===== src/rtl/store_buffer_pkg.sv =====
// Shared defaults and entry type for the store buffer.
package store_buffer_pkg;
  localparam int SB_AW = 15;
  localparam int SB_DW = 16;

  typedef struct packed {
    logic             valid;
    logic [SB_AW-1:0] addr;
    logic [SB_DW-1:0] data;
  } sb_entry_t;
endpackage


===== src/rtl/store_buffer_if.sv =====
// Enqueue, memory-write and dual-lookup signal bundle of the store buffer.
interface store_buffer_if
  import store_buffer_pkg::*;
#(
  parameter int AW = SB_AW,
  parameter int DW = SB_DW
);
  logic          enq_valid;
  logic [AW-1:0] enq_addr;
  logic [DW-1:0] enq_data;
  logic          enq_ready;
  logic          mem_grant;
  logic          mem_wen;
  logic [AW-1:0] mem_waddr;
  logic [DW-1:0] mem_wdata;
  logic [AW-1:0] lk_addr0;
  logic [AW-1:0] lk_addr1;
  logic          lk_hit0;
  logic          lk_hit1;
  logic [DW-1:0] lk_data0;
  logic [DW-1:0] lk_data1;

  modport master (
    output enq_valid, enq_addr, enq_data, mem_grant, lk_addr0, lk_addr1,
    input  enq_ready, mem_wen, mem_waddr, mem_wdata,
    input  lk_hit0, lk_hit1, lk_data0, lk_data1
  );

  modport slave (
    input  enq_valid, enq_addr, enq_data, mem_grant, lk_addr0, lk_addr1,
    output enq_ready, mem_wen, mem_waddr, mem_wdata,
    output lk_hit0, lk_hit1, lk_data0, lk_data1
  );
endinterface


===== src/rtl/store_buffer_match.sv =====
// Youngest-match address compare over a circular buffer starting at head.
module sb_match #(
  parameter  int DEPTH = 4,
  parameter  int AW    = 15,
  localparam int IW    = $clog2(DEPTH)
) (
  input  logic [DEPTH-1:0]    valid,
  input  logic [DEPTH*AW-1:0] addrs,
  input  logic [AW-1:0]       key,
  input  logic [IW-1:0]       head,
  output logic                hit,
  output logic [IW-1:0]       idx
);
  logic [IW-1:0] j;

  // Walk oldest to youngest; the last match seen is the youngest.
  always_comb begin
    hit = 1'b0;
    idx = '0;
    j   = '0;
    for (int k = 0; k < DEPTH; k++) begin
      j = head + IW'(k);
      if (valid[j] && (addrs[j*AW +: AW] == key)) begin
        hit = 1'b1;
        idx = j;
      end
    end
  end
endmodule


===== src/rtl/store_buffer.sv =====
// In-order store buffer with forwarding lookups; STORE_BUFFER_COALESCE_EN
// enables in-place merging of stores to an already pending address.
module store_buffer
  import store_buffer_pkg::*;
#(
  parameter  int DEPTH = 4,
  parameter  int AW    = SB_AW,
  parameter  int DW    = SB_DW,
  localparam int IW    = $clog2(DEPTH),
  localparam int CW    = $clog2(DEPTH) + 1
) (
  input  logic                 clk,
  input  logic                 rst_n,
  store_buffer_if.slave        bus,
  output logic [CW-1:0]        count,
  output logic                 empty
);
  logic [DEPTH-1:0]    valid_q;
  logic [AW-1:0]       addr_q [DEPTH];
  logic [DW-1:0]       data_q [DEPTH];
  logic [IW-1:0]       head;
  logic [IW-1:0]       tail;
  logic [DEPTH*AW-1:0] addr_vec;
  logic                full;
  logic                drain;
  logic                enq_fire;
  logic                alloc;
  logic                hit0;
  logic                hit1;
  logic [IW-1:0]       idx0;
  logic [IW-1:0]       idx1;

  for (genvar i = 0; i < DEPTH; i++) begin : g_vec
    assign addr_vec[i*AW +: AW] = addr_q[i];
  end

  assign empty         = (count == '0);
  assign full          = (count == CW'(DEPTH));
  assign drain         = ~empty & bus.mem_grant;
  assign bus.mem_wen   = drain;
  assign bus.mem_waddr = addr_q[head];
  assign bus.mem_wdata = data_q[head];
  assign enq_fire      = bus.enq_valid & bus.enq_ready;

`ifdef STORE_BUFFER_COALESCE_EN
  logic             coal_hit;
  logic [IW-1:0]    coal_idx;
  logic [DEPTH-1:0] head_oh;

  // The head leaving this cycle cannot absorb a store; it allocates instead.
  assign head_oh = drain ? (DEPTH'(1) << head) : '0;

  sb_match #(.DEPTH(DEPTH), .AW(AW)) u_coal (
    .valid (valid_q & ~head_oh),
    .addrs (addr_vec),
    .key   (bus.enq_addr),
    .head  (head),
    .hit   (coal_hit),
    .idx   (coal_idx)
  );

  assign bus.enq_ready = ~full | coal_hit;
  assign alloc         = enq_fire & ~coal_hit;
`else
  assign bus.enq_ready = ~full;
  assign alloc         = enq_fire;
`endif

  sb_match #(.DEPTH(DEPTH), .AW(AW)) u_lk0 (
    .valid (valid_q),
    .addrs (addr_vec),
    .key   (bus.lk_addr0),
    .head  (head),
    .hit   (hit0),
    .idx   (idx0)
  );

  sb_match #(.DEPTH(DEPTH), .AW(AW)) u_lk1 (
    .valid (valid_q),
    .addrs (addr_vec),
    .key   (bus.lk_addr1),
    .head  (head),
    .hit   (hit1),
    .idx   (idx1)
  );

  assign bus.lk_hit0  = hit0;
  assign bus.lk_hit1  = hit1;
  assign bus.lk_data0 = hit0 ? data_q[idx0] : '0;
  assign bus.lk_data1 = hit1 ? data_q[idx1] : '0;

  always_ff @(posedge clk or negedge rst_n) begin
    if (!rst_n) begin
      head    <= '0;
      tail    <= '0;
      count   <= '0;
      valid_q <= '0;
    end else begin
      if (drain) begin
        valid_q[head] <= 1'b0;
        head          <= head + 1'b1;
      end
      if (alloc) begin
        valid_q[tail] <= 1'b1;
        tail          <= tail + 1'b1;
      end
      count <= count + CW'(alloc) - CW'(drain);
    end
  end

  // Payload is qualified by valid_q, so it needs no reset.
  always_ff @(posedge clk) begin
    if (alloc) begin
      addr_q[tail] <= bus.enq_addr;
      data_q[tail] <= bus.enq_data;
    end
`ifdef STORE_BUFFER_COALESCE_EN
    if (enq_fire && coal_hit) data_q[coal_idx] <= bus.enq_data;
`endif
  end
endmodule


===== src/flat_wrapper.sv =====
// flat-port wrapper written by rule: the top's interface ports become plain ports
module store_buffer_flat import store_buffer_pkg::*;
#(
  parameter  int DEPTH = 4,
  parameter  int AW    = SB_AW,
  parameter  int DW    = SB_DW,
  localparam int IW    = $clog2(DEPTH),
  localparam int CW    = $clog2(DEPTH) + 1
)
  (clk, rst_n, count, empty, bus_enq_valid, bus_enq_addr, bus_enq_data, bus_mem_grant, bus_lk_addr0, bus_lk_addr1, bus_enq_ready, bus_mem_wen, bus_mem_waddr, bus_mem_wdata, bus_lk_hit0, bus_lk_hit1, bus_lk_data0, bus_lk_data1);
  store_buffer_if #(.AW(AW), .DW(DW)) bus_i ();
  input  logic clk;
  input  logic rst_n;
  output logic [CW-1:0] count;
  output logic empty;
  input wire logic [$bits(bus_i.enq_valid)-1:0] bus_enq_valid;
  input wire logic [$bits(bus_i.enq_addr)-1:0] bus_enq_addr;
  input wire logic [$bits(bus_i.enq_data)-1:0] bus_enq_data;
  input wire logic [$bits(bus_i.mem_grant)-1:0] bus_mem_grant;
  input wire logic [$bits(bus_i.lk_addr0)-1:0] bus_lk_addr0;
  input wire logic [$bits(bus_i.lk_addr1)-1:0] bus_lk_addr1;
  output wire logic [$bits(bus_i.enq_ready)-1:0] bus_enq_ready;
  output wire logic [$bits(bus_i.mem_wen)-1:0] bus_mem_wen;
  output wire logic [$bits(bus_i.mem_waddr)-1:0] bus_mem_waddr;
  output wire logic [$bits(bus_i.mem_wdata)-1:0] bus_mem_wdata;
  output wire logic [$bits(bus_i.lk_hit0)-1:0] bus_lk_hit0;
  output wire logic [$bits(bus_i.lk_hit1)-1:0] bus_lk_hit1;
  output wire logic [$bits(bus_i.lk_data0)-1:0] bus_lk_data0;
  output wire logic [$bits(bus_i.lk_data1)-1:0] bus_lk_data1;
  assign bus_i.enq_valid = bus_enq_valid;
  assign bus_i.enq_addr = bus_enq_addr;
  assign bus_i.enq_data = bus_enq_data;
  assign bus_i.mem_grant = bus_mem_grant;
  assign bus_i.lk_addr0 = bus_lk_addr0;
  assign bus_i.lk_addr1 = bus_lk_addr1;
  assign bus_enq_ready = bus_i.enq_ready;
  assign bus_mem_wen = bus_i.mem_wen;
  assign bus_mem_waddr = bus_i.mem_waddr;
  assign bus_mem_wdata = bus_i.mem_wdata;
  assign bus_lk_hit0 = bus_i.lk_hit0;
  assign bus_lk_hit1 = bus_i.lk_hit1;
  assign bus_lk_data0 = bus_i.lk_data0;
  assign bus_lk_data1 = bus_i.lk_data1;
  store_buffer #(.DEPTH(DEPTH), .AW(AW), .DW(DW)) u_core (.clk(clk), .rst_n(rst_n), .bus(bus_i), .count(count), .empty(empty));
endmodule

===== config.mk =====
export PLATFORM = sky130hd
export DESIGN_NAME = store_buffer_flat
export DESIGN_NICKNAME = d
export VERILOG_FILES = /design/src/rtl/store_buffer_pkg.sv /design/src/rtl/store_buffer_if.sv /design/src/rtl/store_buffer_match.sv /design/src/rtl/store_buffer.sv /design/src/flat_wrapper.sv
export SDC_FILE = /design/constraint.sdc
export NUM_CORES = 1
export LEC_CHECK = 0
export BUFFER_PORTS_ARGS = -buffer_cell sky130_fd_sc_hd__buf_2
export CAP_MARGIN = 40
export CELL_PAD_IN_SITES_DETAIL_PLACEMENT = 1
export CELL_PAD_IN_SITES_GLOBAL_PLACEMENT = 1
export CORE_MARGIN = 2
export CORE_UTILIZATION = 44
export CTS_CLUSTER_SIZE = 12
export DETAILED_ROUTE_END_ITERATION = 16
export PLACE_DENSITY = 0.81
export SLEW_MARGIN = 25
export SYNTH_ARGS = -nofsm -noshare
export SYNTH_HDL_FRONTEND = slang
export SYNTH_HIERARCHICAL = 1
export SYNTH_SLANG_ARGS = --single-unit
export TNS_END_PERCENT = 10

===== constraint.sdc =====
create_clock -name clk -period 3.5 [get_ports clk]
set_input_delay 0.35 -clock clk [delete_from_list [all_inputs] [get_ports clk]]
set_output_delay 0.35 -clock clk [all_outputs]
set_load 0.01 [all_outputs]

==> impl_metrics.py, run 1 <==
metrics = {
    "global_route": {
        "grt_pass1_vias": 11400,
        "antenna_found_initial": 0,
        "grt_max_degree": 26,
        "track_usage_pct": 36.6,
        "grt_overflow_total": 0,
        "grt_pass1_wl_um": 72400,
    },
    "logic_synthesis": {
        "yosysWarnings": 6,
        "ys.flop_type": "edfxtp_1",
        "yosysTopAreaCellShare_pct": 33.2,
        "synth_top_area_cell": "edfxtp_1",
        "async_flop_share_pct": 8.15,
        "synth_area_leaders": "edfxtp_1, mux2i_1, mux4_2, xnor2_1, dfrtp_1",
        "syn-cell-area_um2": 11200,
        "ys_ff_latch": 135,
        "synth_edf_count": 124,
        "yosysMostFrequentCell": "mux2i_1",
        "synth.distinct_cells": 63,
        "yosys-top-cells-count": "mux2i_1, edfxtp_1, xnor2_1, mux4_2, o22ai_1",
        "synth_nets": 992,
        "synth.avg_cell_area_um2": 12.3,
        "synth-seq-area-share_pct": 35.6,
        "synth_cells": 916,
    },
    "routing": {
        "vias": 10800,
        "drtIter0Drc": 1026,
        "totalWireLength_um": 52100,
        "wl_per_cell_um": 33.1,
        "ant_nets": 0,
        "via_per_inst": 6.83,
        "route.detailed.drc": 0,
        "first_pass_iters": 5,
    },
    "timing": {
        "hold_ws_ps": 95.9,
        "setup_viol": 34,
        "rsz0062_at_grt": "yes",
        "period_share_pct": 139,
        "fin_crit_ps": 4850,
        "slew-limit-headroom_pct": 51.7,
        "worst_pin_slew_ps": 705,
        "clock_skew_ps": 31.3,
        "tns_ps": -41200,
        "layout_setup_ws_ps": -1350,
        "slew_violations": 0,
        "fmax_ghz": 0.206,
        "finalHoldViolCount": 0,
    },
    "finish": {
        "fin_area_um2": 14900,
        "syn_to_final_growth_pct": 33.1,
        "diodes": 0,
        "final_nets": 1308,
        "drive_gt1_share_pct": 45.7,
    },
    "setup_path": {
        "critPathMaxStageDelay_ps": 430,
        "cp_cell_sequence": "buf_12 > buf_16 > buf_4 > mux2i_2 > xnor2_1 > a211oi_1 > a22oi_1 > nor4_2 > buf_4 > and2_4 > a31oi_2 > o211ai_1 > buf_6 > buf_12 > mux2i_1 > o22ai_1 > buf_4",
        "r2r_slack_ps": 760,
        "r2r_start": "u_core/count[2]",
        "path_buf_inv": 7,
        "cp_common_cell": "buf_4",
        "r2r_end": "u_core/count[2]",
        "crit_type": "reg2out",
        "endpoint_kind": "primary output",
        "r2r_cells": 10,
        "required_ps": 3150,
        "crit_family": "buffers and inverters",
        "arrival_ps": 4500,
        "start_kind": "flip-flop",
        "path_max_fanout": 16,
        "slowest_stage": "dfrtp_4",
    },
    "clocking": {
        "cts_sinks": 135,
        "cts_tree": "yes",
        "clock_latency_ps": 460,
        "htreeDepth": 4,
        "clock_path_buffers": 2,
        "clkTransAtPathRegs_ps": 90,
        "root_buffer": "clkbuf_16",
        "numCtsBuffers": 17,
    },
    "floorplanning": {
        "die_w_um": 164,
        "die-area_um2": 26800,
        "io_pins": 136,
        "chipHeight_um": 164,
        "rows": 58,
        "start_util_pct": 44.7,
        "core-area_um2": 25100,
    },
    "hold_path": {
        "hold_class": "in2reg",
        "holdPathEnd": "u_core/data_q[2][9]",
        "hold_path.startpoint": "bus_enq_data[9]",
        "whs_path_depth": 1,
    },
    "power_and_ir_drop": {
        "cellLeakagePower_nw": 5.86,
        "peakVddDrop_mv": 0.436,
        "power.density_nw_per_um2": 870,
    },
    "placement": {
        "place_area_um2": 13600,
        "gp_congestion": 0.972,
        "hpwl_um": 32100,
        "port_buffers": 135,
        "post-place-ws_ps": -745,
    },
    "run_status": {
        "status": "finished with violations",
        "violations": "negative setup slack",
    },
    "job": {
        "cap_violations": 0,
    },
}
-- layer usage --
| layer | track usage [%] | routed length [um] | part of all wire, % | vias to the layer above |
|---|---|---|---|---|
| li1 | - | - | - | 4245 |
| met1 | 41.8 | 18000 | 35 | 5313 |
| met2 | 63.3 | 25100 | 48 | 878 |
| met3 | 8.36 | 4960 | 9.5 | 326 |
| met4 | 20.8 | 3950 | 7.6 | 0 |
| met5 | 0 | 0 | 0 | - |
-- state kept, by name (all words and copies together), names as in the netlist --
| register | flops |
|---|---|
| u_core/data_q | 64 |
| u_core/addr_q | 60 |
| u_core/valid_q | 4 |
| u_core/count | 3 |
| u_core/head | 2 |
| u_core/tail | 2 |
-- layout by cell type (no fill, tap or decap), drive strengths merged, types with 15 or more instances in the layout --
cell type	instances
clkbuf	17
mux2	15
xor2	20
edfxtp	124
buf	378
nand2b	21
mux2i	214
o22ai	40
xnor2	87
inv	30
mux4	55
nor2	28
-- cells by family after synthesis --
family                   share of synthesized area [%]
multiplexers                                      31.9
adder cells (fa/ha/maj)                           1.29
AND/OR/NAND/NOR                                   6.39
flip-flops                                        35.6
XOR/XNOR                                          8.34
buffers and inverters                             6.15
AO/OA/AOI/OAI                                     10.3
-- where the power goes --
group / leakage (nW) / switching (mW) / total (mW) / internal (mW)
logic: 4.30 / 4.41 / 8.31 / 3.91
registers: 1.26 / 0.542 / 2.71 / 2.17
clock network: 0.290 / 0.911 / 1.98 / 1.07
-- how the worst max path moves through the flow --
stage                    from                to  slack, ps  cells after the start
6_report       u_core/head[1]  bus_lk_data1[11]      -1350                     17
5_1_grt        u_core/head[1]  bus_lk_data1[13]      -1430                     17
4_1_cts        u_core/head[1]   bus_lk_data0[2]      -1110                     17
3_5_place_dp   u_core/head[1]   bus_lk_data1[0]       -750                     16
3_3_place_gp   u_core/head[1]   bus_lk_data1[2]       -560                     16
2_1_floorplan  u_core/head[1]   bus_lk_data1[0]        -10                     15
-- repair_timing --
| action | in CTS | in global routing |
|---|---|---|
| cloned | 5 | 0 |
| setup endpoints to repair | 34 | 34 |
| gates resized for setup | 71 | 33 |
| buffers inserted | 11 | 6 |
| endpoints found under the hold margin | 11 | 0 |
| pin swaps | 27 | 14 |
| hold buffers | 1 | 0 |
-- final cells by class --
class	count	area (um2)
Inverter	23	86.3
Sequential cell	135	4010
Tap cell	330	413
Fill cell	2605	10200
Timing Repair Buffer	379	2880
Multi-Input combinational cell	676	6970
Clock buffer	17	425
Clock inverter	15	165
-- stage by stage --
stage / std cells / utilization (%) / total power [mW]
floorplan: 916 / - / 7.23
global placement: 1520 / 54.1 / 9.53
finish: 1575 / 59.5 / 13.0
CTS: 1569 / 58.6 / 12.3
global route: 1575 / 59.5 / 13.3
detailed placement: 1520 / 54.1 / 9.80
(Power assumes the default switching activity.)
==> inputs of run 2 (changes only) <==
--- a/config.mk
+++ b/config.mk
@@ -9,6 +9,7 @@
 export CAP_MARGIN = 40
 export CELL_PAD_IN_SITES_DETAIL_PLACEMENT = 1
 export CELL_PAD_IN_SITES_GLOBAL_PLACEMENT = 1
+export CORE_ASPECT_RATIO = 0.6
 export CORE_MARGIN = 2
 export CORE_UTILIZATION = 44
 export CTS_CLUSTER_SIZE = 12
==> run 2 against run 1 <==
The flow still finishes with violations (negative setup slack). Flip-flop and latch count is the same. First-iteration DRC count increased by 53%. Sequential power about the same. Setup slack got worse by 220 ps. Die area grew 0.15%. Clock skew shrank 14 ps. Register-to-register slack improved by 310 ps. Non-clock buffer count increased by 30. Combinational power increased by 2%. Critical endpoint is now bus_lk_data1[2]. Largest cell class unchanged.
==> impl_metrics.py, run 2 (same netlist as run 1, synthesis figures left out) <==
metrics = {
    "run_status": {
        "status": "finished with violations",
        "violations": "negative setup slack",
    },
    "finish": {
        "syn_to_final_growth_pct": 35.6,
        "fin_cells": 1605,
        "largest_register_ffs": 64,
        "reg_top3": "u_core/data_q (64), u_core/addr_q (60), u_core/valid_q (4)",
        "final_cell_mix": "buf_4, mux2i_1, buf_2",
        "seqCellArea_um2": 4010,
        "final_nets": 1338,
        "fillers": 2540,
        "regMostFlops": "u_core/data_q",
        "fin_area_um2": 15200,
        "multi_input_area_um2": 7050,
        "drive_gt1_share_pct": 47.1,
        "final_util_pct": 60.5,
        "layout_commonest_cell": "buf_4",
    },
    "timing": {
        "finalHoldViolCount": 0,
        "worst_pin_slew_ps": 631,
        "rsz0062_at_grt": "yes",
        "period_share_pct": 145,
        "fin_crit_ps": 5070,
        "fmax_ghz": 0.197,
        "slew_violations": 0,
        "layout_setup_ws_ps": -1570,
        "setup_viol": 34,
        "hold_ws_ps": 92.8,
        "slew-limit-headroom_pct": 58.0,
        "clock_skew_ps": 17.3,
    },
    "global_route": {
        "antenna_found_initial": 2,
        "track_usage_pct": 34.4,
        "grt_overflow_total": 0,
        "grt_pass1_wl_um": 67700,
        "grt_pass1_vias": 10500,
        "grt_max_degree": 25,
    },
    "routing": {
        "first_pass_iters": 5,
        "route.detailed.drc": 0,
        "via_per_inst": 6.70,
        "vias": 10800,
        "drtIter0Drc": 1565,
        "ant_nets": 0,
        "totalWireLength_um": 50900,
        "wl_per_cell_um": 31.7,
    },
    "floorplanning": {
        "die_w_um": 210,
        "rows": 45,
        "core-area_um2": 25200,
        "start_util_pct": 44.6,
        "die-area_um2": 26900,
        "chipHeight_um": 128,
        "io_pins": 136,
    },
    "setup_path": {
        "start_kind": "flip-flop",
        "crit_type": "reg2out",
        "required_ps": 3150,
        "arrival_ps": 4720,
        "path_max_fanout": 19,
        "endpoint_kind": "primary output",
        "r2r_slack_ps": 1070,
    },
    "power_and_ir_drop": {
        "p_switching_mw": 5.92,
        "power.density_nw_per_um2": 862,
        "peakVddDrop_mv": 0.614,
        "combPwrFrac_pct": 64.5,
        "clkPwrFrac_pct": 15.0,
        "power.internal_mw": 7.20,
        "power_frac_seq_pct": 20.5,
        "cellLeakagePower_nw": 5.98,
        "swShare_pct": 45.1,
    },
    "job": {
        "cap_violations": 0,
    },
    "placement": {
        "gp_congestion": 0.984,
        "dp_cells": 1545,
        "hpwl_um": 32600,
        "post-place-ws_ps": -827,
        "place_area_um2": 13700,
        "port_buffers": 135,
    },
    "clocking": {
        "cts_sinks": 135,
        "clkTransAtPathRegs_ps": 70,
        "cts_tree": "yes",
        "htreeDepth": 4,
        "clock_latency_ps": 480,
        "numCtsBuffers": 17,
        "clock_path_buffers": 2,
        "root_buffer": "clkbuf_16",
    },
    "hold_path": {
        "hold_class": "in2reg",
    },
}
## run 2: final cells by class
class / count / share of cell area (%)
multi-input combinational: 676 / 46.3
sequential: 135 / 26.3
timing repair buffer: 409 / 20.0
clock buffer: 17 / 2.79
tap: 329 / 2.70
clock inverter: 15 / 1.30
inverter: 23 / 0.567
antenna: 1 / 0.0164
## run 2: layer usage
layer	up-vias	GRT usage [%]	wire length, um	share of wire, %
li1	4310	-	-	-
met1	5461	47.0	20100	40
met2	811	52.7	23200	46
met3	169	10.8	5770	11
met4	2	9.72	1760	3.5
met5	-	0	11	0.022
## run 2: through the flow
stage / total power, mW / setup TNS, ps
after global routing: 13.5 / -46970
after global placement: 9.74 / -20550
after floorplan: 7.23 / -147
after CTS: 12.4 / -32950
final: 13.1 / -44950
after detailed placement: 10.0 / -23710
## run 2: power by group through the flow
| stage | Combinational (mW) | Sequential [mW] | Clock [mW] |
|---|---|---|---|
| 6_report | 8.47 | 2.69 | 1.97 |
| 5_1_grt | 8.74 | 2.71 | 2.03 |
| 4_1_cts | 7.82 | 2.63 | 1.97 |
| 3_5_place_dp | 7.33 | 2.67 | 0 |
| 3_3_place_gp | 7.10 | 2.64 | 0 |
| 2_1_floorplan | 4.79 | 2.44 | 0 |
## run 2: critical path: stages (launching register included)
cell	delay [ps]
dfrtp_4	450
buf_12	140
buf_12	150
buf_12	190
buf_4	200
mux2i_2	290
xnor2_1	170
a211oi_1	380
a31oi_1	220
nor4_2	380
buf_4	240
nor2_1	90
o2111ai_1	190
o211ai_1	190
buf_6	200
buf_4	170
mux2i_4	190
o22ai_4	220
buf_6	130
## run 2: final timing paths
kind | from | endpoint | cells past startpoint
worst max-delay path | u_core/head[1] | bus_lk_data1[2] | 18
worst min-delay path | bus_enq_addr[4] | u_core/addr_q[3][4] | 1
worst max register to register | u_core/count[2] | u_core/count[2] | 10
worst min register to register | u_core/valid_q[0] | u_core/valid_q[0] | 1
max in group asynchronous | rst_n | u_core/head[0] | 2
min in group asynchronous | rst_n | u_core/tail[1] | 2
## run 2: what timing repair did
item,4_1_cts,5_1_grt
pin swaps,17,30
cloned,3,4
hold endpoints to repair,11,0
setup buffers,13,7
resized for setup,53,63
endpoints found under the setup margin,34,34
hold buffers,1,0
==> inputs of run 3 (changes only) <==
--- a/config.mk
+++ b/config.mk
@@ -5,13 +5,14 @@
 export SDC_FILE = /design/constraint.sdc
 export NUM_CORES = 1
 export LEC_CHECK = 0
+export ABC_AREA = 1
 export BUFFER_PORTS_ARGS = -buffer_cell sky130_fd_sc_hd__buf_2
 export CAP_MARGIN = 40
 export CELL_PAD_IN_SITES_DETAIL_PLACEMENT = 1
 export CELL_PAD_IN_SITES_GLOBAL_PLACEMENT = 1
 export CORE_ASPECT_RATIO = 0.6
 export CORE_MARGIN = 2
-export CORE_UTILIZATION = 44
+export CORE_UTILIZATION = 38
 export CTS_CLUSTER_SIZE = 12
 export DETAILED_ROUTE_END_ITERATION = 16
 export PLACE_DENSITY = 0.81
==> run 3 against run 2 <==
The run still ends with negative setup slack left. Final cell count increased by 75%. Non-clock buffer count is 142 lower. Clock power is 6% lower. Global-route usage down 2.3 points. Critical path type unchanged.
==> impl_metrics.py, run 3 <==
metrics = {
    "timing": {
        "layout_setup_ws_ps": -562,
        "period_share_pct": 116,
        "slew_violations": 0,
        "setup_viol": 33,
        "fin_crit_ps": 4060,
        "tns_ps": -14180,
        "slew-limit-headroom_pct": 58.6,
        "worst_pin_slew_ps": 618,
        "finalHoldViolCount": 0,
        "clock_skew_ps": 14.5,
        "rsz0062_at_grt": "yes",
        "fmax_ghz": 0.246,
    },
    "hold_path": {
        "holdPathEnd": "u_core/data_q[2][14]",
        "hold_path.startpoint": "bus_enq_data[14]",
        "whs_path_depth": 1,
        "hold_class": "in2reg",
    },
    "clocking": {
        "root_buffer": "clkbuf_16",
        "clkTransAtPathRegs_ps": 70,
        "cts_tree": "yes",
        "numCtsBuffers": 17,
        "clock_latency_ps": 460,
        "cts_sinks": 135,
        "clock_path_buffers": 2,
        "htreeDepth": 4,
    },
    "routing": {
        "wl_per_cell_um": 23.7,
        "route.detailed.drc": 0,
        "first_pass_iters": 5,
        "vias": 16600,
        "totalWireLength_um": 66600,
        "drtIter0Drc": 2256,
        "via_per_inst": 5.92,
        "ant_nets": 0,
    },
    "global_route": {
        "grt_overflow_total": 0,
        "antenna_found_initial": 2,
        "track_usage_pct": 32.1,
        "grt_max_degree": 44,
        "grt_pass1_wl_um": 87900,
        "grt_pass1_vias": 15100,
    },
    "logic_synthesis": {
        "yosys-top-cells-count": "nand2_1, nand3_1, inv_1, edfxtp_1, nor2_1",
        "yosysMostFrequentCell": "nand2_1",
        "synth.distinct_cells": 28,
        "synth_fa_ha_area_share_pct": 1.12,
        "synth-seq-area-share_pct": 31.0,
        "synth_cells": 2158,
        "yosys.area_share.simple_pct": 48.1,
        "async_flop_share_pct": 8.15,
        "synth_xor_area_share_pct": 0.610,
        "synth_nets": 2234,
        "synth_top_family_by_area": "simple AND/OR/NAND/NOR gates",
        "ys_ff_latch": 135,
        "synth_area_leaders": "nand2_1, edfxtp_1, nand3_1, inv_1, nor2_1",
        "yosysTopAreaCellShare_pct": 30.7,
        "ys.flop_type": "edfxtp_1",
        "muxShareOfSynthArea_pct": 0.155,
        "synth.avg_cell_area_um2": 5.99,
        "yosysWarnings": 6,
        "synth_edf_count": 124,
        "synth_compound_area_share_pct": 7.11,
        "synth_top_area_cell": "nand2_1",
        "syn-cell-area_um2": 12900,
    },
    "floorplanning": {
        "chipHeight_um": 147,
        "rows": 52,
        "core-area_um2": 33600,
        "die-area_um2": 35500,
        "io_pins": 136,
        "die_w_um": 242,
        "start_util_pct": 38.5,
    },
    "finish": {
        "syn_to_final_growth_pct": 30.9,
        "final_cell_mix": "nand2_1, nand3_1, inv_1",
        "drive_gt1_share_pct": 24.8,
        "fin_cells": 2812,
        "fillers": 4479,
        "final_util_pct": 50.4,
        "final_nets": 2414,
        "regMostFlops": "u_core/data_q",
        "largest_register_ffs": 64,
        "layout_commonest_cell": "nand2_1",
        "reg_top3": "u_core/data_q (64), u_core/addr_q (60), u_core/valid_q (4)",
    },
    "setup_path": {
        "endpoint_kind": "primary output",
        "required_ps": 3150,
        "r2r_start": "u_core/count[1]",
        "arrival_ps": 3710,
        "r2r_cells": 13,
        "start_kind": "flip-flop",
        "r2r_slack_ps": 980,
        "crit_type": "reg2out",
        "r2r_end": "u_core/count[2]",
        "path_max_fanout": 32,
    },
    "power_and_ir_drop": {
        "peakVddDrop_mv": 0.525,
        "power.density_nw_per_um2": 981,
        "power.total_mw": 16.6,
        "cellLeakagePower_nw": 8.58,
    },
    "run_status": {
        "status": "finished with violations",
        "violations": "negative setup slack",
    },
    "placement": {
        "hpwl_um": 43400,
        "gp_congestion": 1.02,
        "dp_cells": 2722,
        "port_buffers": 135,
    },
    "job": {
        "cap_violations": 0,
    },
}
==> run 3: cell count changes after synthesis, moves of 52 or more <==
cell	previous run	this run
nand2_1	10	1057
nand3_1	4	326
mux2i_1	210	2
inv_1	22	193
nor2_1	28	116
xnor2_1	87	0
mux4_2	52	0
==> run 3: timing repair <==
action | CTS | global route
gates cloned | 5 | 16
pin swaps | 16 | 110
hold endpoints to repair | 11 | 0
hold buffers | 1 | 0
gates resized for setup | 87 | 261
buffers inserted | 11 | 23
setup endpoints to repair | 32 | 33
==> run 3: final cells by class <==
type                            instances  area (um2)  share of cell area, %
Multi-Input combinational cell       1715        8360                   49.5
Clock inverter                         15         160                  0.947
Tap cell                              459         574                   3.40
Timing Repair inverter                  1        11.3                 0.0666
Inverter                              201         807                   4.77
Clock buffer                           17         425                   2.52
Antenna cell                            2        5.00                 0.0296
Timing Repair Buffer                  267        2550                   15.1
Sequential cell                       135        4010                   23.7
==> run 3: cells by family (layout without fill, tap and decap cells) <==
family	after synthesis	count (layout)
compound gates	167	167
xor+xnor	9	9
fa+ha+maj	11	11
buf+inv	309	501
flops	135	135
mux	2	2
other cells	0	2
simple gates	1525	1526
==> run 3: worst max-delay path: stages, from the launching register on <==
cell and delay, ps:
dfrtp_4 510, buf_4 250, buf_12 190, buf_4 190
nand3_1 150, nand3_1 160, nand2_1 80, nor2_1 170
nand2_1 120, inv_1 80, nand2_1 130, nor2_4 210
nand2_1 80, nand3_1 90, nand2_2 80, buf_12 180
nand2_1 100, nand3_1 100, a21oi_2 210, buf_2 160
==> run 3: worst max path at each step <==
stage                    from               end  slack, ps  cells past startpoint
3_5_place_dp   u_core/head[0]  bus_lk_data0[15]       -140                     17
6_report       u_core/head[1]  bus_lk_data1[15]       -560                     19
5_1_grt        u_core/head[0]  bus_lk_data1[15]       -620                     20
2_1_floorplan  u_core/head[0]  bus_lk_data0[11]        700                     23
3_3_place_gp   u_core/head[0]  bus_lk_data0[15]        -50                     19
4_1_cts        u_core/head[0]  bus_lk_data1[13]       -340                     20
==> run 3: stage by stage <==
| step | hold slack (ps) | area, um2 | setup slack, ps |
|---|---|---|---|
| floorplan | 54.4 | 12900 | 699 |
| global placement | 247 | 14300 | -47.0 |
| detailed placement | 246 | 14300 | -144 |
| CTS | 87.0 | 15400 | -345 |
| global route | 94.9 | 16900 | -623 |
| finish | 101 | 16900 | -562 |
==> run 3: routing by layer <==
metal,track usage [%],routed length [um],up-vias
li1,-,-,7240
met4,6.33,2090,0
met1,46.6,27200,8093
met3,7.87,8200,210
met5,0,0,-
met2,48.4,29100,1105
==> run 3: report_power, final <==
| group | switching [mW] | internal (mW) |
|---|---|---|
| clock | 0.858 | 1.01 |
| sequential | 0.415 | 2.16 |
| combinational | 8.00 | 4.14 |
